`src/rtl/fwd_hazard_if.sv`:
```
// Forwarding/hazard unit bus: ID-stage instruction fields and pipeline controls in,
// forward selects, the load-use stall and the stall counter out.
interface fwd_hazard_if #(
    parameter int unsigned ADDR_W  = 4,
    parameter int unsigned NUM_SRC = 2,
    parameter int unsigned DEPTH   = 2,
    parameter int unsigned CNT_W   = 16
);
    localparam int unsigned SEL_W = $clog2(DEPTH + 1);

    logic                        forward_en;
    logic                        freeze;
    logic                        flush;
    logic                        id_valid;
    logic [NUM_SRC*ADDR_W-1:0]   id_src;
    logic [NUM_SRC-1:0]          id_src_valid;
    logic                        id_wb_en;
    logic [ADDR_W-1:0]           id_dest;
    logic                        id_is_load;
    logic                        hazard_stall;
    logic [NUM_SRC*SEL_W-1:0]    sel_src;
    logic [CNT_W-1:0]            stall_count;

    modport master (
        output forward_en, freeze, flush, id_valid, id_src, id_src_valid,
               id_wb_en, id_dest, id_is_load,
        input  hazard_stall, sel_src, stall_count
    );

    modport slave (
        input  forward_en, freeze, flush, id_valid, id_src, id_src_valid,
               id_wb_en, id_dest, id_is_load,
        output hazard_stall, sel_src, stall_count
    );
endinterface

```
`src/rtl/fwd_hazard_unit.sv`:
```
// Shadow pipeline of in-flight writers (EXE + DEPTH post-EXE stages) driving EXE
// operand forward selects, the ID load-use / no-forward stall and a stall counter.
module fwd_hazard_unit #(
    parameter int unsigned ADDR_W     = 4,
    parameter int unsigned NUM_SRC    = 2,
    parameter int unsigned DEPTH      = 2,
    parameter int unsigned LOAD_READY = 2,
    parameter int unsigned CNT_W      = 16
) (
    input  logic         clk,
    input  logic         rst,
    fwd_hazard_if.slave  bus
);
    localparam int unsigned SEL_W = $clog2(DEPTH + 1);

    // Index 0 is the EXE entry, index k is post-EXE stage k.
    logic                ent_valid [DEPTH+1];
    logic                ent_wb_en [DEPTH+1];
    logic [ADDR_W-1:0]   ent_dest  [DEPTH+1];
    logic                ent_load  [DEPTH+1];
    logic [ADDR_W-1:0]   exe_src   [NUM_SRC];
    logic [NUM_SRC-1:0]  exe_src_valid;
    logic [CNT_W-1:0]    stall_cnt;

    logic                        stall_c;
    logic                        issue_c;
    logic [NUM_SRC*SEL_W-1:0]    sel_c;

    assign issue_c = bus.id_valid && !stall_c && !bus.flush;

    // Shadow pipeline advance; a frozen pipeline holds every entry.
    always_ff @(posedge clk) begin
        if (rst) begin
            for (int unsigned k = 0; k <= DEPTH; k++) begin
                ent_valid[k] <= 1'b0;
                ent_wb_en[k] <= 1'b0;
                ent_dest[k]  <= '0;
                ent_load[k]  <= 1'b0;
            end
            for (int unsigned i = 0; i < NUM_SRC; i++) exe_src[i] <= '0;
            exe_src_valid <= '0;
        end else if (!bus.freeze) begin
            for (int unsigned k = 1; k <= DEPTH; k++) begin
                ent_valid[k] <= ent_valid[k-1];
                ent_wb_en[k] <= ent_wb_en[k-1];
                ent_dest[k]  <= ent_dest[k-1];
                ent_load[k]  <= ent_load[k-1];
            end
            ent_valid[0] <= issue_c;
            ent_wb_en[0] <= issue_c && bus.id_wb_en;
            ent_dest[0]  <= issue_c ? bus.id_dest : '0;
            ent_load[0]  <= issue_c && bus.id_is_load;
            for (int unsigned i = 0; i < NUM_SRC; i++)
                exe_src[i] <= issue_c ? bus.id_src[i*ADDR_W +: ADDR_W] : '0;
            exe_src_valid <= issue_c ? bus.id_src_valid : '0;
        end
    end

    // Saturating stall counter.
    always_ff @(posedge clk) begin
        if (rst) begin
            stall_cnt <= '0;
        end else if (!bus.freeze && stall_c && (stall_cnt != {CNT_W{1'b1}})) begin
            stall_cnt <= stall_cnt + CNT_W'(1);
        end
    end

    // Forward select: nearest post-EXE stage writing each EXE source.
    always_comb begin
        logic [SEL_W-1:0] sel_i;
        sel_c = '0;
        sel_i = '0;
        for (int unsigned i = 0; i < NUM_SRC; i++) begin
            sel_i = '0;
            if (bus.forward_en && exe_src_valid[i]) begin
                for (int unsigned k = 1; k <= DEPTH; k++) begin
                    if (sel_i == '0 && ent_valid[k] && ent_wb_en[k] &&
                        ent_dest[k] == exe_src[i])
                        sel_i = SEL_W'(k);
                end
            end
            sel_c[i*SEL_W +: SEL_W] = sel_i;
        end
    end

    // ID stall: unready nearest load when forwarding, any non-retiring writer otherwise.
    always_comb begin
        logic [ADDR_W-1:0] src;
        logic              found;
        logic              hit;
        stall_c = 1'b0;
        src     = '0;
        found   = 1'b0;
        hit     = 1'b0;
        if (bus.id_valid && !bus.flush) begin
            for (int unsigned i = 0; i < NUM_SRC; i++) begin
                src   = bus.id_src[i*ADDR_W +: ADDR_W];
                found = 1'b0;
                for (int unsigned k = 0; k <= DEPTH; k++) begin
                    hit = bus.id_src_valid[i] && ent_valid[k] && ent_wb_en[k] &&
                          ent_dest[k] == src;
                    if (bus.forward_en) begin
                        if (hit && !found) begin
                            found = 1'b1;
                            if (ent_load[k] && (k + 1 < LOAD_READY)) stall_c = 1'b1;
                        end
                    end else if (hit && k < DEPTH) begin
                        stall_c = 1'b1;
                    end
                end
            end
        end
    end

    assign bus.hazard_stall = stall_c;
    assign bus.sel_src      = sel_c;
    assign bus.stall_count  = stall_cnt;
endmodule

```
`src/flat_wrapper.sv`:
```
// flat-port wrapper written by rule: the top's interface ports become plain ports
module fwd_hazard_unit_flat 
#(
    parameter int unsigned ADDR_W     = 4,
    parameter int unsigned NUM_SRC    = 2,
    parameter int unsigned DEPTH      = 2,
    parameter int unsigned LOAD_READY = 2,
    parameter int unsigned CNT_W      = 16
)
  (clk, rst, bus_forward_en, bus_freeze, bus_flush, bus_id_valid, bus_id_src, bus_id_src_valid, bus_id_wb_en, bus_id_dest, bus_id_is_load, bus_hazard_stall, bus_sel_src, bus_stall_count);
  fwd_hazard_if #(.ADDR_W(ADDR_W), .NUM_SRC(NUM_SRC), .DEPTH(DEPTH), .CNT_W(CNT_W)) bus_i ();
  input  logic clk;
  input  logic rst;
  input wire logic [$bits(bus_i.forward_en)-1:0] bus_forward_en;
  input wire logic [$bits(bus_i.freeze)-1:0] bus_freeze;
  input wire logic [$bits(bus_i.flush)-1:0] bus_flush;
  input wire logic [$bits(bus_i.id_valid)-1:0] bus_id_valid;
  input wire logic [$bits(bus_i.id_src)-1:0] bus_id_src;
  input wire logic [$bits(bus_i.id_src_valid)-1:0] bus_id_src_valid;
  input wire logic [$bits(bus_i.id_wb_en)-1:0] bus_id_wb_en;
  input wire logic [$bits(bus_i.id_dest)-1:0] bus_id_dest;
  input wire logic [$bits(bus_i.id_is_load)-1:0] bus_id_is_load;
  output wire logic [$bits(bus_i.hazard_stall)-1:0] bus_hazard_stall;
  output wire logic [$bits(bus_i.sel_src)-1:0] bus_sel_src;
  output wire logic [$bits(bus_i.stall_count)-1:0] bus_stall_count;
  assign bus_i.forward_en = bus_forward_en;
  assign bus_i.freeze = bus_freeze;
  assign bus_i.flush = bus_flush;
  assign bus_i.id_valid = bus_id_valid;
  assign bus_i.id_src = bus_id_src;
  assign bus_i.id_src_valid = bus_id_src_valid;
  assign bus_i.id_wb_en = bus_id_wb_en;
  assign bus_i.id_dest = bus_id_dest;
  assign bus_i.id_is_load = bus_id_is_load;
  assign bus_hazard_stall = bus_i.hazard_stall;
  assign bus_sel_src = bus_i.sel_src;
  assign bus_stall_count = bus_i.stall_count;
  fwd_hazard_unit #(.ADDR_W(ADDR_W), .NUM_SRC(NUM_SRC), .DEPTH(DEPTH), .LOAD_READY(LOAD_READY), .CNT_W(CNT_W)) u_core (.clk(clk), .rst(rst), .bus(bus_i));
endmodule
```
`config.mk`:
```
export PLATFORM = sky130hd
export DESIGN_NAME = fwd_hazard_unit_flat
export DESIGN_NICKNAME = d
export VERILOG_FILES = /design/src/rtl/fwd_hazard_if.sv /design/src/rtl/fwd_hazard_unit.sv /design/src/flat_wrapper.sv
export SDC_FILE = /design/constraint.sdc
export NUM_CORES = 1
export LEC_CHECK = 0
export BUFFER_PORTS_ARGS = -buffer_cell sky130_fd_sc_hd__buf_2
export CAP_MARGIN = 0
export CORE_ASPECT_RATIO = 1.4
export CORE_UTILIZATION = 54
export CTS_BUF_LIST = sky130_fd_sc_hd__clkbuf_8 sky130_fd_sc_hd__clkbuf_16
export CTS_CLUSTER_SIZE = 8
export DETAILED_ROUTE_END_ITERATION = 12
export PLACE_DENSITY_LB_ADDON = 0.05
export SYNTH_ARGS = -nofsm -noshare
export SYNTH_HDL_FRONTEND = slang
export SYNTH_SLANG_ARGS = --single-unit
```
`constraint.sdc`:
```
create_clock -name clk -period 2.9 [get_ports clk]
set_clock_uncertainty 0.1 [all_clocks]
set_input_delay 0.58 -clock clk [delete_from_list [all_inputs] [get_ports clk]]
set_output_delay 0.58 -clock clk [all_outputs]
set_load 0.01 [all_outputs]
```
# Word-level counts from Yosys, hierarchy flattened
# Memory sizes are Yosys's and may differ from the RTL's.
# Cells that the tools add are included.
totals:
  elab_cells: 110
  ram_bits: 29
  register_bits: 18
  mem_count: 5
op_classes:
  add_sub_neg: 1
  bitwise_logic: 14
  n_eq_ne: 9
  reduce_logical: 35
  n_mux: 44
mem_list:
  columns: ["name", "words", "width", "read_ports", "rd_ports_with_merged_regs", "write_ports", "line_no", "source"]
  rows:
  - ["u_core.ent_dest", 3, 4, 3, 0, 3, "fwd_hazard_unit.sv:19", "logic [ADDR_W-1:0] ent_dest [DEPTH+1];"]
  - ["u_core.exe_src", 2, 4, 2, 0, 2, "fwd_hazard_unit.sv:21", "logic [ADDR_W-1:0] exe_src [NUM_SRC];"]
  - ["u_core.ent_load", 3, 1, 2, 0, 3, "fwd_hazard_unit.sv:20", "logic ent_load [DEPTH+1];"]
  - ["u_core.ent_valid", 3, 1, 3, 0, 3, "fwd_hazard_unit.sv:17", "logic ent_valid [DEPTH+1];"]
  - ["u_core.ent_wb_en", 3, 1, 3, 0, 3, "fwd_hazard_unit.sv:18", "logic ent_wb_en [DEPTH+1];"]
ops:
  columns: ["op", "count"]
  rows:
  - ["4-bit == test", 8]
  - ["4-bit 2-to-1 mux", 8]
  - ["1-bit logical AND", 30]
  - ["1-bit 2-to-1 mux", 29]
  - ["16-bit by 1-bit adder with 16-bit output (second input constant)", 1]
  - ["16-bit inequality test (second input constant)", 1]
  - ["2-bit 2-to-1 mux", 7]
  - ["1-bit OR", 14]
  - ["2-bit logical NOT", 2]
  - ["1-bit logical NOT", 3]

# Depth between registers and ports, before layout
# An unclocked memory read counts as a cell.
logic_depth:
  word_depth: 19
  depth_mapped: 10
  depth_no_buf: 7

# Worst setup path before layout
# Ideal clock, no wire load.
synth_path:
  path_type: "input to register"
  startpoint: "in bus_id_src[3]"
  endpoint: "reg u_core.stall_cnt[14] (netlist: u_core.bus.stall_count[14])"
  arrival_ns: 2.247
  path_buffers: 1
  cell_stages: 7
  setup_slack_ns: 0.433
  cell_sequence: "xor2_1 > nor4_2 > o21ai_1 > a221o_1 > buf_2 > nor4_1 > mux2_2"
synth_via:
  elab_chain_len: 14
  elab_cells_between_ends: 18
  cone_classes: "eq/ne: 2; mux: 12; reduce/logical: 4"
synth_rtl:
  columns: ["element", "line_no", "source"]
  rows:
  - ["start, declared", "flat_wrapper.sv:18", "input wire logic [$bits(bus_i.id_src)-1:0] bus_id_src;"]
  - ["4-bit == test", "fwd_hazard_unit.sv:101", "ent_dest[k] == src;"]
  - ["1-bit logical AND", "fwd_hazard_unit.sv:100", "hit = bus.id_src_valid[i] && ent_valid[k] && ent_wb_en[k] &&"]
  - ["1-bit 2-to-1 mux (on tied branches)", "fwd_hazard_unit.sv:107, fwd_hazard_unit.sv:103", null]
  - ["1-bit 2-to-1 mux", "fwd_hazard_unit.sv:102", "if (bus.forward_en) begin"]
  - ["1-bit 2-to-1 mux", "fwd_hazard_unit.sv:107", "end else if (hit && k < DEPTH) begin"]
  - ["1-bit 2-to-1 mux *", "fwd_hazard_unit.sv:102", null]
  - ["1-bit 2-to-1 mux", "fwd_hazard_unit.sv:105", "if (ent_load[k] && (k + 1 < LOAD_READY)) stall_c = 1'b1;"]
  - ["1-bit 2-to-1 mux", "fwd_hazard_unit.sv:103", "if (hit && !found) begin"]
  - ["1-bit 2-to-1 mux *", "fwd_hazard_unit.sv:102", null]
  - ["1-bit 2-to-1 mux", "fwd_hazard_unit.sv:107", null]
  - ["1-bit 2-to-1 mux *", "fwd_hazard_unit.sv:102", null]
  - ["1-bit 2-to-1 mux *", "fwd_hazard_unit.sv:95", "if (bus.id_valid && !bus.flush) begin"]
  - ["1-bit logical AND * (2 in a row)", "fwd_hazard_unit.sv:63", "end else if (!bus.freeze && stall_c && (stall_cnt != {CNT_W{1'b1}})) begin"]
  - ["end signal, assigned", "fwd_hazard_unit.sv:64", "stall_cnt <= stall_cnt + CNT_W'(1);"]
  - ["end, declared", "fwd_hazard_unit.sv:23", "logic [CNT_W-1:0] stall_cnt;"]
# Mark *: on every way between the ends. The rest lies on a longest branch, timed or not.
# A chain may end at the register's enable or synchronous reset.

==> reports/summary.md <==
### STA
- **Worst-Margin Slew** 0.6973 ns
- **final setup violation count** 0
- **final cycle utilization of the critical path** 0.9368
- **accumulated negative setup slack** 0 ns
- **RSZ-0062 raised after global routing** false
- **Max Fclk** 368.1 MHz
- **worst max-slew margin expressed relative to the limit** 0.5334
- **Slew Viols, Final** 0
- **minimum clock period after layout** 2.717 ns
- **Fin. Hold Viols** 0
- **worst path setup slack after routing** 0.1833 ns

### Route
- **total number of vias** 1,810
- **Iter 0 DRT Violations** 80
- **aggregate routed wire length** 4579 um
- **detailed-router iteration count before antenna repair** 8
- **detail-routed net length per standard cell** 14.40 um
- **Final ANT Viol Nets** 0
- **vias per cell** 5.692
- **residual DRC count** 3

### Yosys
- **Most used DFF post-synth** edfxtp_1
- **Mean Syn Cell Area** 10.22 um^2
- **Seq/Total Area, Yosys** 0.5003
- **count of synthesis-stage warnings from yosys** 0
- **Post-synth EDFFs** 27
- **number of flip-flops and latches in the synthesized netlist** 45
- **library cells used by synthesis** 35
- **Mapped Area** 0.002341 mm^2
- **share of async-settable or async-resettable flops after synthesis** 0
- **synthesized net count** 252
- **Syn Inst Count** 229

### Critical path
- **R2R Path Start** u_core.ent_dest[0][5]
- **endpoint required time on the critical path** 2.22 ns
- **Worst R2R Path Depth** 8
- **crit-path max FO** 5
- **register-to-register setup slack** 0.27 ns
- **kind of start point of the critical path** flip-flop
- **end of the worst register-to-register path** u_core.bus.stall_count[6]
- **crit path kind** reg -> out
- **worst path arrival time** 2.04 ns
- **CP startpoint** u_core.ent_dest[0][5]
- **destination of the critical timing path** bus_hazard_stall
- **crit end category** output pin

### Clock tree
- **count of buffers added by post-CTS timing repair for setup** 0
- **Clock Tree Buf Depth** 2
- **Clk pin slew, worst setup/hold paths** 0.08 ns
- **clock tree root buffer cell** clkbuf_8
- **clock tree from TritonCTS** yes
- **total number of clock tree sinks** 45
- **Inserted Clock Buffers** 5
- **# H-tree levels** 2
- **clock insertion delay at the later pin of the skew report** 0.29 ns
- **number of buffers inserted by hold repair at cts** 0
- **post-cts sizing count** 0

### GRT
- **vias in the first global route** 1,699
- **gr usage total** 0.2129
- **global-route wire length before repair** 7348 um
- **largest net degree at the start of global routing** 23
- **Congestion Overflow GR** 0
- **number of antenna violations at the first check in global routing** 0

### Power and ir drop
- **Worst VDD drop** 0.2924 mV
- **areal power density over the cells** 502.5 mW/mm^2
- **reported leakage power** 0.001062 uW
- **post-layout power** 1383 uW

### Job
- **total of max-cap violations** 0

### Place
- **number of I/O port buffers** 42
- **DP Worst Slack** 0.06108 ns
- **number of instances in the placed design** 310
- **final RePlAce weighted congestion** 0.8626

### Cells and area
- **Finished Core Util** 0.6545
- **Synth-to-Final Area Change** 17.53%
- **final-layout fill cell count** 375
- **fraction of layout cells with a size suffix above 1** 0.2198
- **non-filler cells in the finished layout** 318
- **antenna cell count** 0
- **Final Net Count** 295

### Outcome
- **violations in the final reports** design-rule violations
- **outcome** finished with violations

### Min path
- **type of the most critical hold path** reg -> reg

### Die
- **floorplan row count** 28
- **Initial Util** 0.5568
- **Die Width** 57.65 um
- **Total Die Area** 0.004606 mm^2
- **area of the placeable core** 0.004204 mm^2
- **die span in y** 79.91 um
- **count of pins on the block boundary** 43

Yosys cell counts (5+ instances only):
cell | number | area [um^2]
or3_1 | 7 | 43.79
o31ai_1 | 6 | 45.04
o21ai_0 | 9 | 45.04
xnor2_1 | 18 | 157.7
clkbuf_1 | 10 | 37.54
edfxtp_1 | 27 | 810.8
nand2_1 | 10 | 37.54
nand3_1 | 13 | 65.06
and2_1 | 27 | 168.9
nand4_1 | 5 | 31.28
nor3_1 | 5 | 25.02
dfxtp_1 | 18 | 360.4
xor2_1 | 14 | 122.6
or4_1 | 6 | 45.04
a21oi_1 | 15 | 75.07
flip-flops by register name, indices dropped and copies added (netlist names):
| name | count |
|---|---|
| u_core.ent_wb_en | 3 |
| u_core.bus.stall_count | 16 |
| u_core.ent_valid | 3 |
| u_core.exe_src | 8 |
| u_core.ent_load | 1 |
| u_core.ent_dest | 12 |
| u_core.exe_src_valid | 2 |
logic make-up (layout without fill, tap and decap cells):
family | after synthesis | count (layout) | synth area share
DFF | 45 | 45 | 0.5003
adders and majority gates | 1 | 1 | 0.005344
AOI/OAI and AO/OA | 38 | 38 | 0.09674
and+or+nand+nor | 97 | 97 | 0.2480
buffers and inverters | 15 | 59 | 0.02512
xor gates and xnor gates | 32 | 32 | 0.1197
muxes | 1 | 1 | 0.004810
per-layer routing:
metal | vias to the layer above | wire (um) | GRT usage
li1 | 919 | - | -
met2 | 39 | 2612 | 0.4105
met1 | 848 | 1767 | 0.2247
met5 | - | 0 | 0
met4 | 0 | 51 | 0.07317
met3 | 4 | 148 | 0.03890
critical path, cell delays in order (launching register included):
cell and delay (ns):
edfxtp_1 0.51, xnor2_1 0.20, nand4_1 0.14, nor4_1 0.22, a31oi_1 0.13, a22oi_1 0.24, nor2b_1 0.16, buf_2 0.13
layout make-up:
cell class,count,area [um^2],area share
Timing Repair Buffer,48,267.8,0.09732
Clock buffer,5,68.82,0.02501
Tap cell,45,56.30,0.02046
Inverter,3,11.26,0.004093
Sequential cell,45,1171,0.4256
Multi-Input combinational cell,169,1111,0.4038
Clock inverter,3,65.06,0.02365
layout by cell type, fill, tap and decap left out, types with 2 or more instances in the layout:
cell       instances
o31ai_1            6
xnor2_1           18
or4_1              6
o21ai_0            9
nor2_1             4
nor4_2             2
nand2_1           10
nor3_1             5
a21oi_1           15
buf_2             42
nor4_1             4
bufinv_16          2
edfxtp_1          27
and2_1            27
buf_4              5
inv_1              3
a31oi_1            2
and4_1             3
xor2_1            14
clkbuf_8           5
nand3_1           13
a22o_1             2
dfxtp_1           18
nand4_1            5
nor2b_1            3
or3_1              7
and3_1             4
worst min-delay path by stage:
| stage | startpoint | to | slack [ns] | cells after the start |
|---|---|---|---|---|
| 3_5_place_dp | u_core.bus.stall_count[7] | u_core.bus.stall_count[7] | 0.40 | 2 |
| 6_report | u_core.bus.stall_count[7] | u_core.bus.stall_count[7] | 0.41 | 2 |
| 5_1_grt | u_core.bus.stall_count[10] | u_core.bus.stall_count[10] | 0.43 | 2 |
| 4_1_cts | u_core.bus.stall_count[7] | u_core.bus.stall_count[7] | 0.41 | 2 |
| 3_3_place_gp | u_core.bus.stall_count[8] | u_core.bus.stall_count[8] | 0.38 | 2 |
| 2_1_floorplan | u_core.exe_src_valid[0] | u_core.exe_src_valid[0] | 0.36 | 1 |
power breakdown:
group / leakage [uW] / total [uW] / internal [uW] / switching (uW)
clock network: 0.0000681 / 556 / 342 / 213
logic: 0.000553 / 99.8 / 50.0 / 49.8
registers: 0.000441 / 727 / 703 / 24.5
metrics by stage:
stage                     cell area (um^2)  hold WS [ns]
after global placement                2618        0.3807
after global routing                  2751        0.4326
after CTS                             2751        0.4073
after detailed placement              2618        0.3952
final                                 2751        0.4052
after floorplan                       2341        0.3634
(Power assumes the default switching activity.)
